$ cat src/rtl/neuron_step_scheduler.sv
// Time-step sequencer: walks every neuron through the shared update datapath once per step.
// Optional per-neuron refractory skipping is compiled in with `define NEURO_SCHED_REFRACTORY_EN.
module neuron_step_scheduler #(
    parameter int NUM_NEURONS  = 8,
    parameter int IDX_W        = 3,
    parameter int REFRAC_STEPS = 2
) (
    input  logic                   clk,
    input  logic                   rst_n,
    input  logic                   ena,
    input  logic                   step_req,
    output logic                   busy,
    output logic                   upd_valid,
    output logic [IDX_W-1:0]       upd_idx,
    input  logic                   upd_ready,
    input  logic                   res_valid,
    input  logic                   res_spike,
    output logic                   step_done,
    output logic [NUM_NEURONS-1:0] spike_vec,
    output logic [IDX_W:0]         spike_cnt
);

    typedef enum logic [1:0] {
        S_IDLE,
        S_ISSUE,
        S_WAIT,
        S_DONE
    } state_t;

    localparam logic [IDX_W-1:0] LAST_IDX = IDX_W'(NUM_NEURONS - 1);

    state_t                 state_q, state_d;
    logic [IDX_W-1:0]       idx_q, idx_d;
    logic [NUM_NEURONS-1:0] pend_q, pend_d;
    logic [NUM_NEURONS-1:0] spike_vec_q, spike_vec_d;
    logic [IDX_W:0]         spike_cnt_q, spike_cnt_d;
    logic                   skip;
    logic                   advance;

    function automatic logic [IDX_W:0] popcount(input logic [NUM_NEURONS-1:0] v);
        logic [IDX_W:0] cnt;
        cnt = '0;
        for (int i = 0; i < NUM_NEURONS; i++) begin
            cnt = cnt + (IDX_W+1)'(v[i]);
        end
        return cnt;
    endfunction

`ifdef NEURO_SCHED_REFRACTORY_EN
    localparam logic [2:0] REFRAC_LOAD = 3'(REFRAC_STEPS);

    logic [NUM_NEURONS-1:0] ref_nz;

    genvar gi;
    generate
        for (gi = 0; gi < NUM_NEURONS; gi++) begin : g_ref
            logic [2:0] ref_q, ref_d;
            logic       sel;

            assign sel       = (idx_q == IDX_W'(gi));
            assign ref_nz[gi] = (ref_q != 3'd0);

            // A skipped visit burns one refractory step; a captured spike reloads it.
            always_comb begin
                ref_d = ref_q;
                if (state_q == S_ISSUE && sel && ref_q != 3'd0) begin
                    ref_d = ref_q - 3'd1;
                end else if (state_q == S_WAIT && sel && res_valid && res_spike) begin
                    ref_d = REFRAC_LOAD;
                end
            end

            always_ff @(posedge clk) begin
                if (!rst_n) begin
                    ref_q <= 3'd0;
                end else begin
                    ref_q <= ref_d;
                end
            end
        end
    endgenerate

    assign skip = (state_q == S_ISSUE) && ref_nz[idx_q];
`else
    logic unused_refrac;
    assign unused_refrac = |3'(REFRAC_STEPS);
    assign skip          = 1'b0;
`endif

    always_comb begin
        state_d     = state_q;
        idx_d       = idx_q;
        pend_d      = pend_q;
        spike_vec_d = spike_vec_q;
        spike_cnt_d = spike_cnt_q;
        advance     = 1'b0;

        case (state_q)
            S_IDLE: begin
                if (step_req && ena) begin
                    pend_d  = '0;
                    idx_d   = '0;
                    state_d = S_ISSUE;
                end
            end
            S_ISSUE: begin
                if (skip) begin
                    pend_d[idx_q] = 1'b0;
                    advance       = 1'b1;
                end else if (upd_ready) begin
                    state_d = S_WAIT;
                end
            end
            S_WAIT: begin
                if (res_valid) begin
                    pend_d[idx_q] = res_spike;
                    advance       = 1'b1;
                end
            end
            S_DONE: begin
                state_d = S_IDLE;
            end
            default: begin
                state_d = S_IDLE;
            end
        endcase

        // Results are latched on the edge into DONE so they are visible alongside step_done.
        if (advance) begin
            if (idx_q == LAST_IDX) begin
                state_d     = S_DONE;
                spike_vec_d = pend_d;
                spike_cnt_d = popcount(pend_d);
            end else begin
                idx_d   = idx_q + 1'b1;
                state_d = S_ISSUE;
            end
        end
    end

    always_ff @(posedge clk) begin
        if (!rst_n) begin
            state_q     <= S_IDLE;
            idx_q       <= '0;
            pend_q      <= '0;
            spike_vec_q <= '0;
            spike_cnt_q <= '0;
        end else begin
            state_q     <= state_d;
            idx_q       <= idx_d;
            pend_q      <= pend_d;
            spike_vec_q <= spike_vec_d;
            spike_cnt_q <= spike_cnt_d;
        end
    end

    assign busy      = (state_q != S_IDLE);
    assign upd_valid = (state_q == S_ISSUE) && !skip;
    assign upd_idx   = idx_q;
    assign step_done = (state_q == S_DONE);
    assign spike_vec = spike_vec_q;
    assign spike_cnt = spike_cnt_q;

endmodule

$ cat config.mk
export PLATFORM = sky130hd
export DESIGN_NAME = neuron_step_scheduler
export DESIGN_NICKNAME = d
export VERILOG_FILES = /design/src/rtl/neuron_step_scheduler.sv
export SDC_FILE = /design/constraint.sdc
export NUM_CORES = 1
export LEC_CHECK = 0
export ABC_AREA = 1
export ABC_CLOCK_PERIOD_IN_PS = 3940
export BUFFER_PORTS_ARGS = -buffer_cell sky130_fd_sc_hd__buf_2
export CAP_MARGIN = 10
export CORE_MARGIN = 3
export CORE_UTILIZATION = 45
export CTS_CLUSTER_DIAMETER = 100
export DETAILED_ROUTE_END_ITERATION = 16
export PLACE_DENSITY = 0.79
export SYNTH_ARGS = -nofsm -noshare
export SYNTH_HDL_FRONTEND = slang
export SYNTH_SLANG_ARGS = --single-unit
$ cat constraint.sdc
create_clock -name clk -period 3.94 [get_ports clk]
set_input_delay 1.182 -clock clk [delete_from_list [all_inputs] [get_ports clk]]
set_output_delay 1.182 -clock clk [all_outputs]
set_load 0.03 [all_outputs]
==> results of run 1 <==
-- state kept, by name, summed over array words and instances (netlist names) --
| register | cells |
|---|---|
| spike_cnt | 4 |
| pend_q | 8 |
| state_q | 2 |
| spike_vec | 8 |
| upd_idx | 3 |
-- cell usage after synthesis, types with 2 or more instances --
master,instances,share of area
sky130_fd_sc_hd__nor2_1,18,0.049
sky130_fd_sc_hd__inv_1,35,0.096
sky130_fd_sc_hd__nand3_1,23,0.084
sky130_fd_sc_hd__a21oi_1,12,0.044
sky130_fd_sc_hd__nand2_1,37,0.10
sky130_fd_sc_hd__buf_4,2,0.011
sky130_fd_sc_hd__ha_1,5,0.046
sky130_fd_sc_hd__dfxtp_1,25,0.37
sky130_fd_sc_hd__o21a_1,5,0.027
sky130_fd_sc_hd__o21bai_1,2,0.011
sky130_fd_sc_hd__o21ai_0,10,0.037
sky130_fd_sc_hd__fa_1,4,0.059
-- routing by layer --
metal | up-vias | global-route usage
met2 | 22 | 0.281
met5 | - | 0
li1 | 700 | -
met3 | 5 | 0.0252
met1 | 573 | 0.251
met4 | 0 | 0.0712
-- logic make-up (layout without fill, tap and decap cells) --
group,count (synthesis),count (layout),share of synthesized area
adders and majority gates,9,9,0.104
DFF,25,25,0.366
and+or+nand+nor,86,86,0.283
AOI/OAI and AO/OA,30,30,0.124
buffers and inverters,40,85,0.116
xor gates and xnor gates,1,1,0.00641
-- power breakdown --
part	switching, W	total (W)	internal (W)
Clock	0.0000805	0.000119	0.0000381
Sequential	0.0000115	0.000271	0.000260
Combinational	0.0000778	0.000128	0.0000505
Total	0.000170	0.000518	0.000348
-- repair_timing --
item | CTS | global route
endpoints found under the setup margin | 2 | 2
gates resized for setup | 14 | 4
pin swaps | 5 | 6
buffers inserted | 1 | 2
gates cloned | 0 | 0
-- placed cells by master (no fill, tap or decap), types with 10 or more instances in the layout --
cell type	netlist	final
sky130_fd_sc_hd__o21ai_0	10	10
sky130_fd_sc_hd__nand3_1	23	22
sky130_fd_sc_hd__nand2_1	37	33
sky130_fd_sc_hd__nor2_1	18	18
sky130_fd_sc_hd__buf_4	2	20
sky130_fd_sc_hd__inv_1	35	30
sky130_fd_sc_hd__a21oi_1	12	11
sky130_fd_sc_hd__buf_2	1	23
sky130_fd_sc_hd__dfxtp_1	25	25
-- worst paths after layout --
check	slack, ns	endpoint
worst max-delay path	-0.02	spike_cnt[1]
worst min-delay path	0.48	spike_cnt[3]
worst max register to register	0.36	spike_cnt[1]
worst min register to register	0.48	spike_cnt[3]
-- tightest hold or removal path, stage by stage, from the launching register on --
cell,delay (ns)
sky130_fd_sc_hd__dfxtp_1,0.33
sky130_fd_sc_hd__nand2_1,0.06
sky130_fd_sc_hd__a21oi_1,0.06
-- cell type report --
cell class | count | area (um2) | area share
clock buffer | 3 | 22.5 | 0.0130
clock inverter | 1 | 5.00 | 0.00288
inverter | 37 | 141 | 0.0814
multi-input combinational | 126 | 749 | 0.431
sequential | 25 | 500 | 0.288
tap | 31 | 38.8 | 0.0223
timing repair buffer | 44 | 280 | 0.161
-- per-stage QoR --
step           area, um2  hold WS (ns)  power, W  setup TNS, ns  setup WS [ns]
2_1_floorplan       1380         0.489  0.000347         -0.455         -0.242
5_1_grt             1740         0.515  0.000549         -0.251         -0.126
4_1_cts             1710         0.483  0.000515         -0.120        -0.0747
3_3_place_gp        1640         0.460  0.000388         -0.909         -0.399
3_5_place_dp        1640         0.464  0.000390          -1.33         -0.530
6_report            1740         0.478  0.000518        -0.0240        -0.0240
==> impl_results.rst, run 1 <==
.. list-table::
   :header-rows: 1

   * - Metric
     - Value
   * - Slowest cell delay on critical path
     - about 0.54 ns
   * - Post-CTS Hold Fix Bufs
     - 0
   * - Master cell of the clock root buffer
     - sky130_fd_sc_hd__clkbuf_4
   * - Total length of routed wires
     - 2.96 mm
   * - HPWL after DPL
     - 2.20 mm
   * - Placer's final routability congestion estimate
     - between 0.9 and 1
   * - CP Data Arrival Time
     - 4.17 ns
   * - Post-layout utilization of the core
     - 0.614
   * - Transition time of the tightest slew-check pin
     - 0.842 ns
   * - Initial antenna violation count
     - 0
   * - Violations in the final reports
     - setup timing
   * - Clock sinks
     - 25
   * - Pre-Repair DR Iteration Count
     - 4
   * - Clock latency at the later pin of the worst-skew pair
     - around 0.32 ns
   * - Die Outline Area
     - ~0.0037 mm2
   * - Static power due to leakage
     - around 0.9 nW
   * - Vertical die dimension
     - roughly 61 um
   * - Unrepaired setup endpoints after global routing
     - yes
   * - Initial core utilization
     - 0.483
   * - Global-route wire length before repair
     - ~5 mm
   * - Post-Synthesis Cell Area
     - around 0.0014 mm2
   * - Horizontal die dimension
     - between 60 and 70 um
   * - Reg2reg path depth
     - 15
   * - Worst R2R Start
     - upd_idx[2]
   * - Antenna viol nets, final
     - 0
   * - Post-Synthesis Mean Instance Area
     - around 7.2 um2
   * - Clock-pin slew reported for the worst setup and hold paths after clock tree synthesis
     - approximately 0.14 ns
   * - Worst path depth
     - 16
   * - Clock tree from TritonCTS
     - done
   * - Worst Setup Start Kind
     - input port
   * - Inserted Diodes
     - 0
   * - Number of unique standard cell types used by synthesis
     - 25
   * - IO buf count
     - 24
   * - Count of standard-cell rows
     - 19
   * - Starting DRT DRC Count
     - 29
   * - Cells traversed along the worst timing path
     - buf_2, nand2_2, nand2_2, nand2_2, nand2_1, and2_4, fa_1, inv_1, fa_1, inv_2, fa_1, inv_2, ha_4, inv_2, fa_2, a21oi_2
   * - WL met2
     - around 1.4 mm
   * - Class of the tightest hold or removal check
     - register to register
   * - Overflow left after global routing
     - 0
   * - Detailed-route wire length per cell
     - 11.1 um
   * - Result of the run
     - finished with violations
   * - All-Layer GR Usage
     - 0.180
   * - Number of cells produced by synthesis
     - 191
   * - Layout-stage area growth over the synthesis result
     - 27.1%
   * - CP Max Fanout
     - 3
   * - Top delay family on crit path
     - adder cells
   * - Net Count, Synth
     - approximately 210
   * - Flops & latches, synth
     - 25
   * - Clock buffer count from CTS
     - 3
   * - Setup crit end kind
     - register
   * - Setup violations, final
     - 1
   * - Primary FF master, synth
     - sky130_fd_sc_hd__dfxtp_1
   * - Number of cells in the finished layout apart from fillers
     - 267
   * - CP startpoint
     - step_req
   * - Fin crit period
     - slightly below 4 ns
   * - Worst hold stages
     - 2
   * - Combined buffer and inverter count along the critical path
     - 5
   * - Power density normalized to cell area
     - slightly below 300 mW/mm2
   * - Count of flip-flops with a built-in enable after synthesis
     - 0
   * - Share of the cycle needed by the critical path after routing
     - 1.01
   * - Final clock skew
     - around 0.0018 ns
   * - Worst Setup Path Type
     - input port to register
   * - Clock H-tree levels
     - 1
   * - Req. time, crit path
     - slightly above 4 ns
   * - Slowest cell on crit path
     - sky130_fd_sc_hd__fa_1
   * - Via-per-instance ratio
     - a little under 5
   * - Maximum clock rate
     - approximately 250 MHz
   * - Worst slew margin relative to its limit
     - 0.437
   * - Fill cell total of the finished layout
     - about 270
   * - Max VDD drop
     - roughly 260 uV
   * - Hold Fails Final Rpt
     - 0
   * - Metal-1 WL
     - 1.41 mm
   * - Syn. warnings
     - 0
   * - Ports
     - 25
   * - Count of maximum capacitance violations
     - 0
   * - Placed cell count
     - 260
   * - Highest layer used for signal routing
     - met4
   * - Vias in the first global route
     - between 1k and 1.5k
   * - Async set-or-reset flop fraction in the synthesized netlist
     - 0
   * - Maximum buffer depth of the clock tree
     - 2
   * - Maximum number of pins on one net before global-route repair
     - 25
   * - Placeable Area
     - roughly 0.0028 mm2
   * - Source of the worst hold timing path
     - spike_cnt[3]
   * - Pins Over Slew Limit
     - 0
   * - Fraction of final layout cells sized beyond drive strength 1
     - 0.284
   * - DRC violation count after routing
     - 0
   * - Nets@finish
     - 253
   * - Detailed route wirelength on metal3
     - 113 um
   * - Smallest setup slack after layout
     - -0.0240 ns
   * - Via total after detailed routing
     - 1,300
   * - Post-synthesis sequential area ratio
     - 0.366
(Power assumes the default switching activity.)
==> run 2, diff against run 1 <==
BUFFER_PORTS_ARGS = unset   (was -buffer_cell sky130_fd_sc_hd__buf_2)
DONT_BUFFER_PORTS = 1   (was unset)
PLACE_DENSITY = 0.72   (was 0.79)
SETUP_SLACK_MARGIN = 0.1   (was unset)
==> impl_results.rst, run 2 (synthesis results as in run 1) <==
.. list-table::
   :header-rows: 1

   * - Metric
     - Value
   * - Setup slack, reg-to-reg
     - 0.33 ns (-0.03 ns)
   * - Final clock skew
     - 0.00528 ns (+0.00346 ns)
   * - Clock H-tree levels
     - 1 (unchanged)
   * - Highest layer used for signal routing
     - met4
   * - Hold WS
     - 0.531 ns (+0.0530 ns)
   * - Power after layout
     - 0.000497 W (-4.1%)
   * - Count of standard-cell rows
     - 19 (unchanged)
   * - Power density normalized to cell area
     - 313 mW/mm2 (+5.1%)
   * - Via total after detailed routing
     - 1,223 (-5.9%)
   * - Global-route wire length before repair
     - 5.06 mm (+0.96%)
   * - Nets@finish
     - 228 (-9.9%)
   * - Master cell of the clock root buffer
     - sky130_fd_sc_hd__clkbuf_4
   * - WL met2
     - 1.53 mm (+8.7%)
   * - Result of the run
     - complete, no violations
   * - DRC violation count after routing
     - 0 (unchanged)
   * - Pre-Repair DR Iteration Count
     - 4 (unchanged)
   * - Ports
     - 25 (unchanged)
   * - Layout-stage area growth over the synthesis result
     - 15.9%
   * - Placer's final routability congestion estimate
     - 0.897 (-3.6%)
   * - IO buf count
     - 0 (-100%)
   * - Most frequent cells in the layout
     - sky130_fd_sc_hd__nand2_1 (35), sky130_fd_sc_hd__inv_1 (30), sky130_fd_sc_hd__dfxtp_1 (25)
   * - Initial core utilization
     - 0.483 (unchanged)
   * - CP Max Fanout
     - 4 (+1)
   * - Count of maximum capacitance violations
     - 0 (unchanged)
   * - Pins Over Slew Limit
     - 0 (unchanged)
   * - HPWL after DPL
     - 2.27 mm (+2.9%)
   * - Total length of routed wires
     - 2.96 mm (-0.24%)
   * - Unrepaired setup endpoints after global routing
     - yes
   * - CP Data Arrival Time
     - 4.06 ns (-0.11 ns)
   * - Vias in the first global route
     - 1,149 (+0.79%)
   * - Req. time, crit path
     - 4.12 ns (-0.03 ns)
   * - Detailed-route wire length per cell
     - 12.2 um (+10%)
   * - Antenna viol nets, final
     - 0 (unchanged)
   * - Class of the tightest hold or removal check
     - register to register
   * - Maximum number of pins on one net before global-route repair
     - 25 (unchanged)
   * - Starting DRT DRC Count
     - 44 (+52%)
   * - Worst-case hold path end point
     - pend_q[2]
   * - Dominant cell type by count on the critical path
     - sky130_fd_sc_hd__fa_1
   * - Die Outline Area
     - 0.00374 mm2 (unchanged)
   * - Worst R2R Start
     - state_q[1]
   * - Combined buffer and inverter count along the critical path
     - 5 (unchanged)
   * - Inserted Diodes
     - 0 (unchanged)
   * - Vertical die dimension
     - 61.1 um (unchanged)
   * - Clock-pin slew reported for the worst setup and hold paths after clock tree synthesis
     - 0.13 ns (about the same)
   * - Via-per-instance ratio
     - 5.05 (+3.8%)
   * - Slowest cell on crit path
     - sky130_fd_sc_hd__fa_1
   * - Worst hold stages
     - 2 (unchanged)
   * - Maximum clock rate
     - 258 MHz (+2.2%)
   * - Post-layout utilization of the core
     - 0.560 (-0.0540)
   * - Metal-1 WL
     - 1.34 mm (-4.4%)
   * - All-Layer GR Usage
     - 0.183 (+0.00339)
   * - Clock tree from TritonCTS
     - done
   * - Detailed route wirelength on metal3
     - 69 um (-39%)
   * - Hold Fails Final Rpt
     - 0 (unchanged)
   * - Reg-to-reg critical path endpoint
     - spike_cnt[1]
   * - Worst slew margin relative to its limit
     - 0.434 (-0.00272)
   * - Worst Setup Start Kind
     - input port
   * - Fraction of final layout cells sized beyond drive strength 1
     - 0.180 (-0.104)
   * - Clock latency at the later pin of the worst-skew pair
     - 0.31 ns (about the same)
   * - Setup TNS after final layout
     - 0 ns (+0.0240 ns)
   * - Placeable Area
     - 0.00283 mm2 (unchanged)
   * - Share of the cycle needed by the critical path after routing
     - 0.985 (-0.0212)
   * - Maximum buffer depth of the clock tree
     - 2 (unchanged)
   * - Most common cell after layout, fill and taps aside
     - sky130_fd_sc_hd__nand2_1
   * - Overflow left after global routing
     - 0 (unchanged)
   * - Source of the worst hold timing path
     - pend_q[2]
   * - Setup crit end kind
     - register
   * - Clock buffer count from CTS
     - 3 (unchanged)
   * - Setup violations, final
     - 0 (-1)
   * - Clock sinks
     - 25 (unchanged)
   * - Fill cell total of the finished layout
     - 275 (+2.6%)
   * - Pre-CTS WS
     - -0.357 ns (+0.174 ns)
   * - Horizontal die dimension
     - 61.1 um (unchanged)
   * - Max VDD drop
     - 153 uV (-41%)
   * - Reg2reg path depth
     - 14 (-1)
   * - Transition time of the tightest slew-check pin
     - 0.847 ns (+0.00407 ns)
   * - Static power due to leakage
     - 0.771 nW (-14%)
   * - Slowest cell delay on critical path
     - 0.53 ns (about the same)
   * - Top delay family on crit path
     - adder cells
   * - Cells traversed along the worst timing path
     - inv_8, nor2_4, nand2_1, nand2_1, nand3_2, and2_4, fa_1, inv_1, fa_1, inv_2, fa_1, inv_1, ha_2, inv_2, fa_2, a21oi_1
   * - Smallest setup slack after layout
     - 0.0596 ns (+0.0836 ns)
   * - Initial antenna violation count
     - 0 (unchanged)
   * - Fin crit period
     - 3.88 ns (-0.0836 ns)
   * - Worst Setup Path Type
     - input port to register
==> run 2: worst max path at each step <==
stage | from | to | slack [ns] | depth (start not counted)
2_1_floorplan | res_valid | spike_cnt[2] | -0.24 | 17
3_3_place_gp | res_valid | spike_cnt[2] | -0.33 | 18
3_5_place_dp | res_valid | spike_cnt[2] | -0.36 | 18
4_1_cts | res_valid | spike_cnt[2] | 0.05 | 17
5_1_grt | res_valid | spike_cnt[2] | -0.07 | 17
6_report | res_valid | spike_cnt[1] | 0.06 | 16
==> run 2: report_power, final <==
part	total [W]	internal, W	switching [W]
Sequential	0.000270	0.000260	0.0000105
Clock	0.000113	0.0000395	0.0000730
Combinational	0.000114	0.0000424	0.0000718
Total	0.000497	0.000342	0.000155
==> run 2: routing by layer <==
metal | global-route usage | up-vias
li1 | - | 643
met1 | 0.235 | 565
met2 | 0.317 | 13
met3 | 0.0335 | 2
met4 | 0.0464 | 0
met5 | 0 | -
==> run 2: worst register-to-register path, cell delays in order (launching register included) <==
cell and delay (ns):
sky130_fd_sc_hd__dfxtp_1 0.46, sky130_fd_sc_hd__inv_1 0.11, sky130_fd_sc_hd__nor2_4 0.23, sky130_fd_sc_hd__nand3_2 0.12
sky130_fd_sc_hd__and2_4 0.16, sky130_fd_sc_hd__fa_1 0.53, sky130_fd_sc_hd__inv_1 0.05, sky130_fd_sc_hd__fa_1 0.49
sky130_fd_sc_hd__inv_2 0.04, sky130_fd_sc_hd__fa_1 0.43, sky130_fd_sc_hd__inv_1 0.07, sky130_fd_sc_hd__ha_2 0.18
sky130_fd_sc_hd__inv_2 0.04, sky130_fd_sc_hd__fa_2 0.51, sky130_fd_sc_hd__a21oi_1 0.06
==> run 2: stage by stage <==
step,cells,cell area (um2)
after floorplan,191,1380
after global placement,237,1530
after detailed placement,237,1530
after CTS,242,1580
after global routing,242,1590
final,242,1590
==> run 2: timing repair <==
action,4_1_cts,5_1_grt
setup endpoints to repair,2,2
resized for setup,11,2
gates cloned,0,0
pin swaps,0,1
hold buffers,0,0
setup buffers,1,0
==> run 2: area by class of cell <==
| cell class | count | area [um2] | share of cell area |
|---|---|---|---|
| multi-input cells | 126 | 731 | 0.461 |
| well taps | 31 | 38.8 | 0.0245 |
| clock buffers | 4 | 26.3 | 0.0166 |
| repair buffers | 19 | 143 | 0.0900 |
| inverters | 37 | 146 | 0.0923 |
| flip-flops and latches | 25 | 500 | 0.316 |
==> run 3, diff against run 2 <==
REMOVE_ABC_BUFFERS = 1   (was unset)
==> impl_results.rst, run 3 (synthesis results as in run 1) <==
.. list-table::
   :header-rows: 1

   * - Metric
     - Value
   * - Slowest cell on crit path
     - sky130_fd_sc_hd__fa_1
   * - Combinational power share
     - 0.242 (+0.012)
   * - DRC violation count after routing
     - 0 (unchanged)
   * - Worst Setup Path Type
     - input port to register
   * - Static power due to leakage
     - 0.880 nW (+14%)
   * - CP Max Fanout
     - 4 (unchanged)
   * - Ports
     - 25 (unchanged)
   * - Unrepaired setup endpoints after global routing
     - yes
   * - Inserted Diodes
     - 0 (unchanged)
   * - Register area
     - 500 um2 (unchanged)
   * - Overflow left after global routing
     - 0 (unchanged)
   * - Number of cells in the finished layout apart from fillers
     - 267 (+10%)
   * - Vias in the first global route
     - 1,349 (+17%)
   * - Worst-case hold path end point
     - pend_q[2]
   * - Nets@finish
     - 253 (+11%)
   * - Power after layout
     - 0.000512 W (+3.0%)
   * - Setup TNS after final layout
     - 0 ns (unchanged)
   * - Clock sinks
     - 25 (unchanged)
   * - Placed cell count
     - 238 (+0.42%)
   * - Layout-stage area growth over the synthesis result
     - 31.7%
   * - Count of standard-cell rows
     - 19 (unchanged)
   * - Via total after detailed routing
     - 1,327 (+8.5%)
   * - Fill cell total of the finished layout
     - 267 (-2.9%)
   * - Post-CTS Hold Fix Bufs
     - 0 (unchanged)
   * - Maximum number of pins on one net before global-route repair
     - 25 (unchanged)
   * - Placer's final routability congestion estimate
     - 0.918 (+2.4%)
   * - Initial antenna violation count
     - 0 (unchanged)
   * - Reg2reg path depth
     - 15 (+1)
   * - Seq pwr share
     - 0.530 (-0.014)
   * - Total length of routed wires
     - 3.42 mm (+16%)
   * - Master cell of the clock root buffer
     - sky130_fd_sc_hd__clkbuf_4
   * - Reg-to-reg critical path endpoint
     - spike_cnt[2]
   * - Pre-Repair DR Iteration Count
     - 4 (unchanged)
   * - Hold Fails Final Rpt
     - 0 (unchanged)
   * - Most common cell after layout, fill and taps aside
     - sky130_fd_sc_hd__buf_4
   * - Clock latency at the later pin of the worst-skew pair
     - 0.32 ns (about the same)
   * - Worst hold stages
     - 2 (unchanged)
   * - Worst Setup Start Kind
     - input port
   * - Pins Over Slew Limit
     - 0 (unchanged)
   * - Source of the worst hold timing path
     - pend_q[2]
   * - Transition time of the tightest slew-check pin
     - 0.835 ns (-0.0118 ns)
   * - Worst slew margin relative to its limit
     - 0.442 (+0.00787)
   * - Die Outline Area
     - 0.00374 mm2 (unchanged)
   * - Detailed-route wire length per cell
     - 12.8 um (+4.7%)
   * - Initial core utilization
     - 0.483 (unchanged)
   * - Starting DRT DRC Count
     - 77 (+75%)
   * - Final clock skew
     - 0.00492 ns (-0.000358 ns)
   * - Clock H-tree levels
     - 1 (unchanged)
   * - Post-layout utilization of the core
     - 0.637 (+0.0765)
   * - Fin crit period
     - 3.89 ns (+0.00906 ns)
   * - Area of combinational cells with multiple inputs
     - 748 um2 (+2.4%)
   * - Clock-pin slew reported for the worst setup and hold paths after clock tree synthesis
     - 0.14 ns (about the same)
   * - Cells traversed along the worst timing path
     - inv_12, nor2_4, nand2_1, nand2_1, nand3_2, and2_4, fa_1, inv_1, fa_1, inv_1, fa_1, inv_1, ha_2, inv_2, fa_2, xor2_1, a21oi_1
   * - Most frequent cells in the layout
     - sky130_fd_sc_hd__buf_4 (43), sky130_fd_sc_hd__nand2_1 (33), sky130_fd_sc_hd__inv_1 (31)
   * - Hold WS
     - 0.530 ns (-0.000987 ns)
   * - Vertical die dimension
     - 61.1 um (unchanged)
   * - Setup slack, reg-to-reg
     - 0.34 ns (about the same)
   * - Max VDD drop
     - 179 uV (+16%)
   * - Clock share of power
     - 0.228 (+0.002)
   * - Global-route wire length before repair
     - 5.92 mm (+17%)
   * - Power density normalized to cell area
     - 284 mW/mm2 (-9.4%)
   * - Placeable Area
     - 0.00283 mm2 (unchanged)
   * - Internal power summed over all cells
     - 0.000348 W (+1.8%)
   * - Count of maximum capacitance violations
     - 0 (unchanged)
   * - Result of the run
     - complete, no violations
   * - HPWL after DPL
     - 2.17 mm (-4.0%)
   * - Clock tree from TritonCTS
     - done
   * - Maximum buffer depth of the clock tree
     - 2 (unchanged)
   * - Setup violations, final
     - 0 (unchanged)
   * - Worst R2R Start
     - state_q[1]
   * - Via-per-instance ratio
     - 4.97 (-1.7%)
   * - IO buf count
     - 0 (unchanged)
   * - Clock buffer count from CTS
     - 3 (unchanged)
   * - Setup crit end kind
     - register
   * - Req. time, crit path
     - 4.13 ns (about the same)
   * - Share of the cycle needed by the critical path after routing
     - 0.987 (+0.00230)
   * - Class of the tightest hold or removal check
     - register to register
   * - Reported net switching power
     - 0.000164 W (+5.4%)
   * - Horizontal die dimension
     - 61.1 um (unchanged)
   * - Fraction of final layout cells sized beyond drive strength 1
     - 0.284 (+0.104)
   * - Antenna viol nets, final
     - 0 (unchanged)
   * - Switching part of the total
     - 0.320 (+0.00759)
   * - CP startpoint
     - res_valid
   * - All-Layer GR Usage
     - 0.214 (+0.0307)
   * - Slowest cell delay on critical path
     - 0.53 ns (about the same)
   * - Maximum clock rate
     - 257 MHz (-0.23%)
   * - CP Data Arrival Time
     - 4.08 ns (+0.02 ns)
[run 3: worst max path at each step]
stage	slack, ns	to
floorplan	-0.32	spike_cnt[2]
global placement	-0.34	spike_cnt[2]
detailed placement	-0.39	spike_cnt[2]
CTS	0.09	spike_cnt[1]
global route	-0.07	spike_cnt[2]
finish	0.05	spike_cnt[2]
[run 3: repair_timing]
action                     4_1_cts  5_1_grt
buffers inserted                23        2
setup endpoints to repair        2        3
pin swaps                        5        3
gates resized for setup         19        3
[run 3: critical path: cells and delay by family]
| family | cells | cell delay (ns) |
|---|---|---|
| buffers and inverters | 5 | 0.22 |
| XOR/XNOR | 1 | 0.16 |
| AND/OR/NAND/NOR | 5 | 0.48 |
| adder cells (fa/ha/maj) | 5 | 1.96 |
| AO/OA/AOI/OAI | 1 | 0.08 |
[run 3: through the flow]
step | instance area, um2 | setup WS (ns)
2_1_floorplan | 1350 | -0.317
3_3_place_gp | 1530 | -0.339
3_5_place_dp | 1530 | -0.394
4_1_cts | 1780 | 0.0909
5_1_grt | 1800 | -0.0721
6_report | 1800 | 0.0506
[run 3: final cells by class]
class                   instances  area share
flip-flops and latches         25       0.278
multi-input cells             126       0.415
inverters                      37      0.0854
repair buffers                 44       0.185
well taps                      31      0.0215
clock buffers                   4      0.0146
[run 3: power by group through the flow]
stage | Clock (W) | Combinational (W) | Sequential, W
after floorplan | 0 | 0.0000650 | 0.000279
after global placement | 0 | 0.000108 | 0.000275
after detailed placement | 0 | 0.000109 | 0.000276
after CTS | 0.000120 | 0.000122 | 0.000271
after global routing | 0.000127 | 0.000139 | 0.000272
final | 0.000117 | 0.000124 | 0.000271
[run 3: routing by layer]
metal | vias to the layer above | wire length, um | track usage
met5 | - | 0 | 0
met4 | 0 | 43 | 0.0588
met3 | 4 | 147 | 0.0461
met2 | 26 | 1740 | 0.381
met1 | 603 | 1490 | 0.259
li1 | 694 | - | -
